### config.mk
export PLATFORM = sky130hd
export DESIGN_NAME = fetch_unit
export DESIGN_NICKNAME = d
export VERILOG_FILES = /design/src/rtl/fetch_unit.sv
export SDC_FILE = /design/constraint.sdc
export NUM_CORES = 1
export LEC_CHECK = 0
export ABC_CLOCK_PERIOD_IN_PS = 10100
export CELL_PAD_IN_SITES_DETAIL_PLACEMENT = 1
export CELL_PAD_IN_SITES_GLOBAL_PLACEMENT = 1
export CORE_MARGIN = 3
export CORE_UTILIZATION = 30
export DETAILED_ROUTE_END_ITERATION = 6
export GPL_TIMING_DRIVEN = 0
export PLACE_DENSITY = 0.68
export SLEW_MARGIN = 30
export SYNTH_ARGS = -nofsm -noshare
export SYNTH_HDL_FRONTEND = slang
export SYNTH_SLANG_ARGS = --single-unit
### constraint.sdc
create_clock -name clk -period 10.1 [get_ports clk]
set_clock_uncertainty 0.05 [all_clocks]
set_input_delay 2.02 -clock clk [delete_from_list [all_inputs] [get_ports clk]]
set_output_delay 2.02 -clock clk [all_outputs]
set_load 0.05 [all_outputs]
### src/rtl/fetch_unit.sv
// Instruction-fetch stage: owns the PC, issues in-order memory requests and buffers
// fetched {pc, instr} entries in a FQ_DEPTH-entry queue feeding the ID stage.
module fetch_unit #(
  parameter int unsigned                  ADDR_WIDTH  = 32,
  parameter int unsigned                  INSTR_WIDTH = 32,
  parameter logic [ADDR_WIDTH-1:0]        RESET_PC    = '0,
  parameter int unsigned                  FQ_DEPTH    = 3
) (
  input  logic                   clk,
  input  logic                   rst,
  input  logic                   redirect_valid,
  input  logic [ADDR_WIDTH-1:0]  redirect_pc,
  output logic                   imem_req_valid,
  input  logic                   imem_req_ready,
  output logic [ADDR_WIDTH-1:0]  imem_req_addr,
  input  logic                   imem_rsp_valid,
  input  logic [INSTR_WIDTH-1:0] imem_rsp_data,
  output logic                   id_valid,
  input  logic                   id_ready,
  output logic [ADDR_WIDTH-1:0]  id_pc,
  output logic [ADDR_WIDTH-1:0]  id_next_pc,
  output logic [INSTR_WIDTH-1:0] id_instr
);

  localparam int unsigned           INSTR_BYTES = INSTR_WIDTH / 8;
  localparam int unsigned           IDX_W       = (FQ_DEPTH > 1) ? $clog2(FQ_DEPTH) : 1;
  localparam int unsigned           CNT_W       = $clog2(FQ_DEPTH + 1);
  localparam logic [ADDR_WIDTH-1:0] PC_INC      = ADDR_WIDTH'(INSTR_BYTES);
  localparam logic [ADDR_WIDTH-1:0] ALIGN_MASK  = ~(PC_INC - ADDR_WIDTH'(1));
  localparam logic [CNT_W-1:0]      DEPTH_C     = CNT_W'(FQ_DEPTH);
  localparam logic [IDX_W-1:0]      LAST_IDX    = IDX_W'(FQ_DEPTH - 1);

  logic [ADDR_WIDTH-1:0]  pc;
  logic [ADDR_WIDTH-1:0]  entry_pc    [FQ_DEPTH];
  logic [INSTR_WIDTH-1:0] entry_instr [FQ_DEPTH];
  logic [FQ_DEPTH-1:0]    filled;
  logic [IDX_W-1:0]       head;
  logic [IDX_W-1:0]       tail;
  logic [IDX_W-1:0]       fill_ptr;
  logic [CNT_W-1:0]       occ;
  logic [CNT_W-1:0]       unfilled;
  logic [CNT_W-1:0]       discard_cnt;

  logic credit_ok;
  logic alloc;
  logic fill;
  logic drop;
  logic pop;

  function automatic logic [IDX_W-1:0] bump(input logic [IDX_W-1:0] idx);
    return (idx == LAST_IDX) ? '0 : idx + IDX_W'(1);
  endfunction

  // Credits come from registered state only, so a pop never frees a slot in the same cycle.
  assign credit_ok      = (occ + discard_cnt) < DEPTH_C;
  assign imem_req_valid = !rst && !redirect_valid && credit_ok;
  assign imem_req_addr  = pc;

  assign alloc = imem_req_valid && imem_req_ready;
  assign drop  = imem_rsp_valid && (discard_cnt != '0);
  assign fill  = imem_rsp_valid && (discard_cnt == '0) && !redirect_valid;
  assign pop   = id_valid && id_ready && !redirect_valid;

  assign id_valid   = filled[head];
  assign id_pc      = id_valid ? entry_pc[head] : '0;
  assign id_next_pc = id_valid ? entry_pc[head] + PC_INC : '0;
  assign id_instr   = id_valid ? entry_instr[head] : '0;

  always_ff @(posedge clk or posedge rst) begin
    if (rst) begin
      pc          <= RESET_PC;
      filled      <= '0;
      head        <= '0;
      tail        <= '0;
      fill_ptr    <= '0;
      occ         <= '0;
      unfilled    <= '0;
      discard_cnt <= '0;
    end else if (redirect_valid) begin
      pc          <= redirect_pc & ALIGN_MASK;
      filled      <= '0;
      head        <= '0;
      tail        <= '0;
      fill_ptr    <= '0;
      occ         <= '0;
      unfilled    <= '0;
      // Every request still in flight after this edge must be dropped on return.
      discard_cnt <= discard_cnt + unfilled - CNT_W'(imem_rsp_valid);
    end else begin
      if (alloc) begin
        pc   <= pc + PC_INC;
        tail <= bump(tail);
      end
      if (drop) begin
        discard_cnt <= discard_cnt - CNT_W'(1);
      end
      if (fill) begin
        filled[fill_ptr] <= 1'b1;
        fill_ptr         <= bump(fill_ptr);
      end
      if (pop) begin
        filled[head] <= 1'b0;
        head         <= bump(head);
      end
      occ      <= occ + CNT_W'(alloc) - CNT_W'(pop);
      unfilled <= unfilled + CNT_W'(alloc) - CNT_W'(fill);
    end
  end

  // NOTE: payload storage has no reset; the filled bits alone decide validity and gate the outputs.
  always_ff @(posedge clk) begin
    if (alloc) begin
      entry_pc[tail] <= pc;
    end
    if (fill) begin
      entry_instr[fill_ptr] <= imem_rsp_data;
    end
  end

  rsp_has_owner: assert property (@(posedge clk) disable iff (rst)
    imem_rsp_valid |-> ((discard_cnt != '0) || (unfilled != '0)));

endmodule

Word-level counts from Yosys, hierarchy flattened
Memory sizes are Yosys's and may differ from the RTL's.
Index checks and enable logic that the tools add are counted.
{"block": "classes", "add_sub_neg": 13, "n_lt_le_gt_ge": 5, "n_reduce_logical": 18, "n_bitwise": 3, "n_eq_ne": 3, "muxes": 32}
{"op": "$mux 32", "n": 5}
{"op": "$add 32x3->32 const B", "n": 2}
{"op": "$mux 2", "n": 13}
{"op": "$mux 3", "n": 4}
{"op": "$logic_and 1x1->1", "n": 10}
{"op": "$reduce_bool 2->1", "n": 5}
{"op": "$mux 1", "n": 7}
{"op": "$add 2x1->2 const B", "n": 3}
{"op": "$eq 2x2->1 const B", "n": 3}
{"op": "$lt 2x3->1 const B", "n": 2}
{"op": "$sub 2x1->2", "n": 3}
{"op": "$add 2x1->2", "n": 2}
{"op": "$add 2x2->2", "n": 2}
{"op": "$demux 1 s2", "n": 2}
{"op": "$ge 2x1->1 const B", "n": 2}
{"op": "$and 3x3->3", "n": 1}
{"op": "$not 3->3", "n": 1}
{"op": "$or 3x3->3", "n": 1}
{"op": "$bmux 1 s2", "n": 1}
{"op": "$logic_not 1->1", "n": 2}
{"op": "$logic_not 2->1", "n": 1}
{"op": "$lt 2x2->1 const B", "n": 1}
{"op": "$sub 2x1->2 const B", "n": 1}
{"block": "word_totals", "output_inout_bits": 130, "memories": 2, "ramBits": 192, "elab_cells": 84, "ff_bits": 47, "input_bits": 70}
{"memory": "entry_instr", "depth": 3, "word_bits": 32, "read_ports": 1, "rd_clocked_by_memory_dff": 0, "write_ports": 1, "line": "35", "rtl": "logic [INSTR_WIDTH-1:0] entry_instr [FQ_DEPTH];"}
{"memory": "entry_pc", "depth": 3, "word_bits": 32, "read_ports": 1, "rd_clocked_by_memory_dff": 0, "write_ports": 1, "line": "34", "rtl": "logic [ADDR_WIDTH-1:0] entry_pc [FQ_DEPTH];"}

Longest topological paths before layout
Gate-level depths: netlist of the first run.
{"block": "depth", "depth_word": 10, "depth_mapped": 13, "depth_no_buf": 11}

Least setup slack after synthesis of the first run
OpenSTA, ideal clock, no wires.
{"block": "synth_path", "kind": "input -> register", "from": "in redirect_valid", "to": "mem entry_pc[2][10] (enable)", "path_buffers": 3, "setup_time_ps": 461, "arrival_ps": 6492, "required_time_ps": 9589, "cell_stages": 7, "slack_ps": 3097, "path_cell_list": "clkbuf_1 -> a211oi_1 -> and2_1 -> inv_1 -> clkbuf_1 -> buf_1 -> nor3b_1"}
{"block": "synth_via", "elab_chain_cells": 6}
{"element": "from (decl)", "line": "11", "rtl": "input logic redirect_valid,"}
{"element": "$logic_not 1->1", "line": "56", "rtl": "assign imem_req_valid = !rst && !redirect_valid && credit_ok;"}
{"element": "$logic_and 1x1->1 (2 in series)", "line": "56"}
{"element": "named net imem_req_valid", "line": "13", "rtl": "output logic imem_req_valid,"}
{"element": "$logic_and 1x1->1", "line": "59", "rtl": "assign alloc = imem_req_valid && imem_req_ready;"}
{"element": "$mux 1", "line": "112", "rtl": "if (alloc) begin"}
{"element": "$mux 1 (implied by the code)", "line": "113", "rtl": "entry_pc[tail] <= pc;"}
{"element": "to (decl)", "line": "34"}
The timed path passes the listed nets, and every way through them passes these cells.

Worst setup path in the final report of the first run
{"block": "layout_path", "from": "reg head[1]", "to": "out id_next_pc[22]"}
{"block": "layout_via", "elab_chain_cells": 3, "elab_cells_between_ends": 5, "classes_between": "add/sub: 1; mux: 3; memory: 1"}
{"element": "from (decl)", "line": "37", "rtl": "logic [IDX_W-1:0] head;"}
{"element": "from (signal assigned)", "line": "103", "rtl": "head <= bump(head);"}
{"element": "$mem_v2 3x32 / $bmux 1 s2 (equally long branches)"}
{"element": "$add 32x3->32 / $mux 1 (equally long branches)", "line": "66, 64"}
{"element": "$mux 32 *", "line": "66", "rtl": "assign id_next_pc = id_valid ? entry_pc[head] + PC_INC : '0;"}
{"element": "to (decl)", "line": "21", "rtl": "output logic [ADDR_WIDTH-1:0] id_next_pc,"}
Every way passes the cells marked *; elsewhere a longest branch is shown, timed or not. The select of a mux whose other input is x is not followed.

==> reports/results.txt, run 1 <==
sequential area share after synthesis -> 0.6200
nets -> 1218
CTS tree -> done
area grow syn2layout -> 32.97%
DR vias -> 8062
Achievable Freq -> 0.1442 GHz
power per cell area -> 184.3 nW/um2
CP endpoint kind -> output pin
critical path arrival -> 4.87 ns
status -> complete, no violations
Inst Count DP -> 1566
Cell Area, Synth -> 10820 um2
die width -> 196.0 um
worst-margin pin slew -> 0.9178 ns
Core ar. -> 35050 um2
initial antenna violation count -> 0
Synth warnings -> 0
largest net degree at the start of global routing -> 46
chip height -> 196.0 um
Post-DRT Antenna Nets -> 0
first-pass GRT wire length -> 50990 um
Vias per Instance -> 5.004
DRT iter0 DRCs -> 425
Total Power -> 2.653 mW
Peak VDD IR -> 99.64 uV
total track usage -> 0.1697
DP Area -> 13580 um2
RSZ-0062 raised after global routing -> no
ranking of synthesized cells by area -> edfxtp_1 (52%), dfrtp_1 (10%), mux2i_1 (5.3%)
clk sinks -> 231
final WL -> 33450 um
post-synth top area share -> 0.5160
Initial Util -> 0.3088
Finished Core Util -> 0.4106
die area -> 38400 um2
Port Buf Inserts -> 190
fin crit period -> 6.937 ns
Setup Viol. Count Final -> 0
Root Driver -> clkbuf_16
Rows -> 68
crit path max fanout -> 10
top cell type by total area after synthesis -> edfxtp_1
TNS Setup -> 0 ns
EDFF count, synth -> 186
Post-Layout Inst Area -> 14390 um2
Clock Tree Buf Depth -> 3
CTS resizes -> 0
postcts setup bufs -> 0
H-tree depth -> 1
worst r2r src -> occ[0]$_DFF_PP0_
RD Place Congestion -> 0.7615
Fillers -> 3793
DRC viols -> 0
Pre-antenna DRT Iters -> 4
routed length per instance -> 20.76 um
Final WS setup -> 3.163 ns
Leak -> 5.046 nW
I/O pins -> 200
Most used DFF post-synth -> edfxtp_1
number of CTS-inserted buffers -> 25
hold-fix buffers at CTS -> 0
Skew-Pair Late Insertion Delay -> 0.51 ns
Reg clk slew, reported paths -> 0.06 ns
Max-Cap Viols -> 0
Final HPWL DP -> 24900 um
Fin. Hold Viols -> 0
Max-slew headroom -> 0.3706
Worst Setup SP -> head[1]$_DFFE_PP0P_
fin cells -> 1611
hold slack -> 0.5224 ns
Worst Hold Class -> flop to flop
HP Start -> filled[0]$_DFF_PP0_
GR Overflow Total -> 0
vias in the first global route -> 8542
Netlist cell types -> 64
ys async rst share -> 0.1948
share of cells above drive strength 1 -> 0.1142
Crit Path Class -> flop to output pin
Mapped Cells -> 883
WP data required -> 8.03 ns
pre-CTS setup slack -> 3.710 ns
Critical Path Source Type -> flop
n_diodes -> 0
flip-flop and latch count after synthesis -> 231
Pins Over Slew Limit -> 0
crit share post-route -> 0.6868
Mean Syn Cell Area -> 12.26 um2
[path summary, 6_finish.rpt]
check / end / slack [ns] / cells after the start
setup / recovery: id_next_pc[22] / 3.16 / 12
hold / removal: filled[0]$_DFF_PP0_ / 0.52 / 2
setup reg to reg: entry_pc[2][17]$_DFFE_PP_ / 6.27 / 11
hold reg to reg: filled[0]$_DFF_PP0_ / 0.52 / 2
max in group asynchronous: filled[2]$_DFF_PP0_ / 7.60 / 2
min in group asynchronous: imem_req_addr[19]$_DFFE_PP0P_ / 1.97 / 2
[area by class of cell]
| cell class | instances | area [um2] | area share |
|---|---|---|---|
| sequential | 231 | 6711 | 0.4663 |
| buffer | 50 | 277.8 | 0.01930 |
| inverter | 15 | 63.81 | 0.004434 |
| multi-input combinational | 592 | 3840 | 0.2668 |
| clock inverter | 12 | 155.1 | 0.01078 |
| tap | 455 | 569.3 | 0.03955 |
| clock buffer | 33 | 655.6 | 0.04555 |
| timing repair buffer | 223 | 2120 | 0.1473 |
[critical path: stages (launching register included)]
cell	delay, ns
dfrtp_1	0.37
buf_6	0.15
clkinv_4	0.12
buf_2	0.30
mux2i_1	0.36
inv_1	0.17
ha_1	0.27
o211ai_1	0.14
or4_1	0.62
nor4_4	0.51
nand3_1	0.13
a21oi_1	0.32
clkdlybuf4s50_1	0.89
[layer usage]
metal	wire length [um]	track usage	vias to the layer above
li1	-	-	3780
met5	0	0	-
met4	471	0.03406	0
met2	16370	0.2918	193
met3	1601	0.02353	36
met1	15010	0.2306	4053
[cells by family after synthesis]
| group | synth area share |
|---|---|
| simple gates | 0.1438 |
| flops | 0.6200 |
| compound gates | 0.08323 |
| mux | 0.08889 |
| buf+inv | 0.03133 |
| xor+xnor | 0.02081 |
| fa+ha+maj | 0.01156 |
| other cells | 0.0003464 |
[power breakdown]
part	internal [mW]	switching [mW]
clock	0.556	0.353
combinational	0.208	0.379
sequential	1.09	0.0632
[Yosys cell counts, types with 6 or more instances]
| master | instances |
|---|---|
| buf_1 | 8 |
| o311ai_0 | 14 |
| ha_1 | 10 |
| xnor2_1 | 18 |
| nor2b_1 | 8 |
| o21a_1 | 7 |
| and2_1 | 7 |
| o21ai_0 | 38 |
| o211ai_1 | 6 |
| nor3_1 | 12 |
| inv_1 | 14 |
| a31oi_1 | 6 |
| nand4_1 | 16 |
| edfxtp_1 | 186 |
| mux2_2 | 19 |
| mux2i_1 | 57 |
| a21oi_1 | 53 |
| nor4_1 | 10 |
| clkbuf_1 | 28 |
| nand3_1 | 15 |
| nor2_1 | 142 |
| nand2_1 | 65 |
| buf_4 | 6 |
| or4_1 | 8 |
| dfrtp_1 | 45 |
| a221o_1 | 6 |
[layout by cell type (no fill, tap or decap), types with 5 or more instances in the layout]
master and count:
buf_1 8, nor2b_1 8, mux2_1 5, and2_1 7, nor2_1 142, clkbuf_1 36, nor4_1 8, a31oi_1 6
o311ai_0 14, mux2_2 19, nand4_1 16, o21ai_0 38, clkdlybuf4s50_1 190, nand2_1 65, a21oi_1 53, xnor2_1 18
edfxtp_1 186, ha_1 10, xor2_1 5, mux2i_1 55, nand3_1 15, or4_1 8, a221o_1 6, buf_6 6
buf_2 20, o21a_1 7, mux2i_2 7, dfrtp_1 45, buf_4 17, nor3_1 11, clkbuf_16 25, o211ai_1 6
inv_1 13, conb_1 6
[registers in the layout, indices dropped and copies added, names as in the netlist]
signal / count
tail: 2
imem_req_addr: 30
entry_instr: 96
head: 2
fill_ptr: 2
unfilled: 2
discard_cnt: 2
filled: 3
entry_pc: 90
occ: 2
(Power assumes the default switching activity.)
==> inputs of run 2 (changes only) <==
Settings changed: ABC_CLOCK_PERIOD_IN_PS 10100 to 7300.
Clock period 10.1 ns to 7.3 ns, I/O delays scaled along.
==> results of run 2 <==
The final DEF is identical to that of run 1. Status: complete, no violations.
Among the figures that moved: setup slack after placement 3.710 ns -> 1.470 ns; setup slack after layout 3.163 ns -> 0.9228 ns; register-to-register setup slack 6.27 ns -> 3.47 ns; total power 2.653 mW -> 3.670 mW; worst IR drop on VDD 99.64 uV -> 137.9 uV
==> inputs of run 3 (changes only) <==
Settings changed: SKIP_CTS_REPAIR_TIMING from default to 1.
==> results of run 3 <==
The final DEF is identical to that of run 1. Status: complete, no violations.
Among the figures that moved: setup slack after placement 3.710 ns -> 1.470 ns; setup slack after layout 3.163 ns -> 0.9228 ns; register-to-register setup slack 6.27 ns -> 3.47 ns; total power 2.653 mW -> 3.670 mW; worst IR drop on VDD 99.64 uV -> 137.9 uV
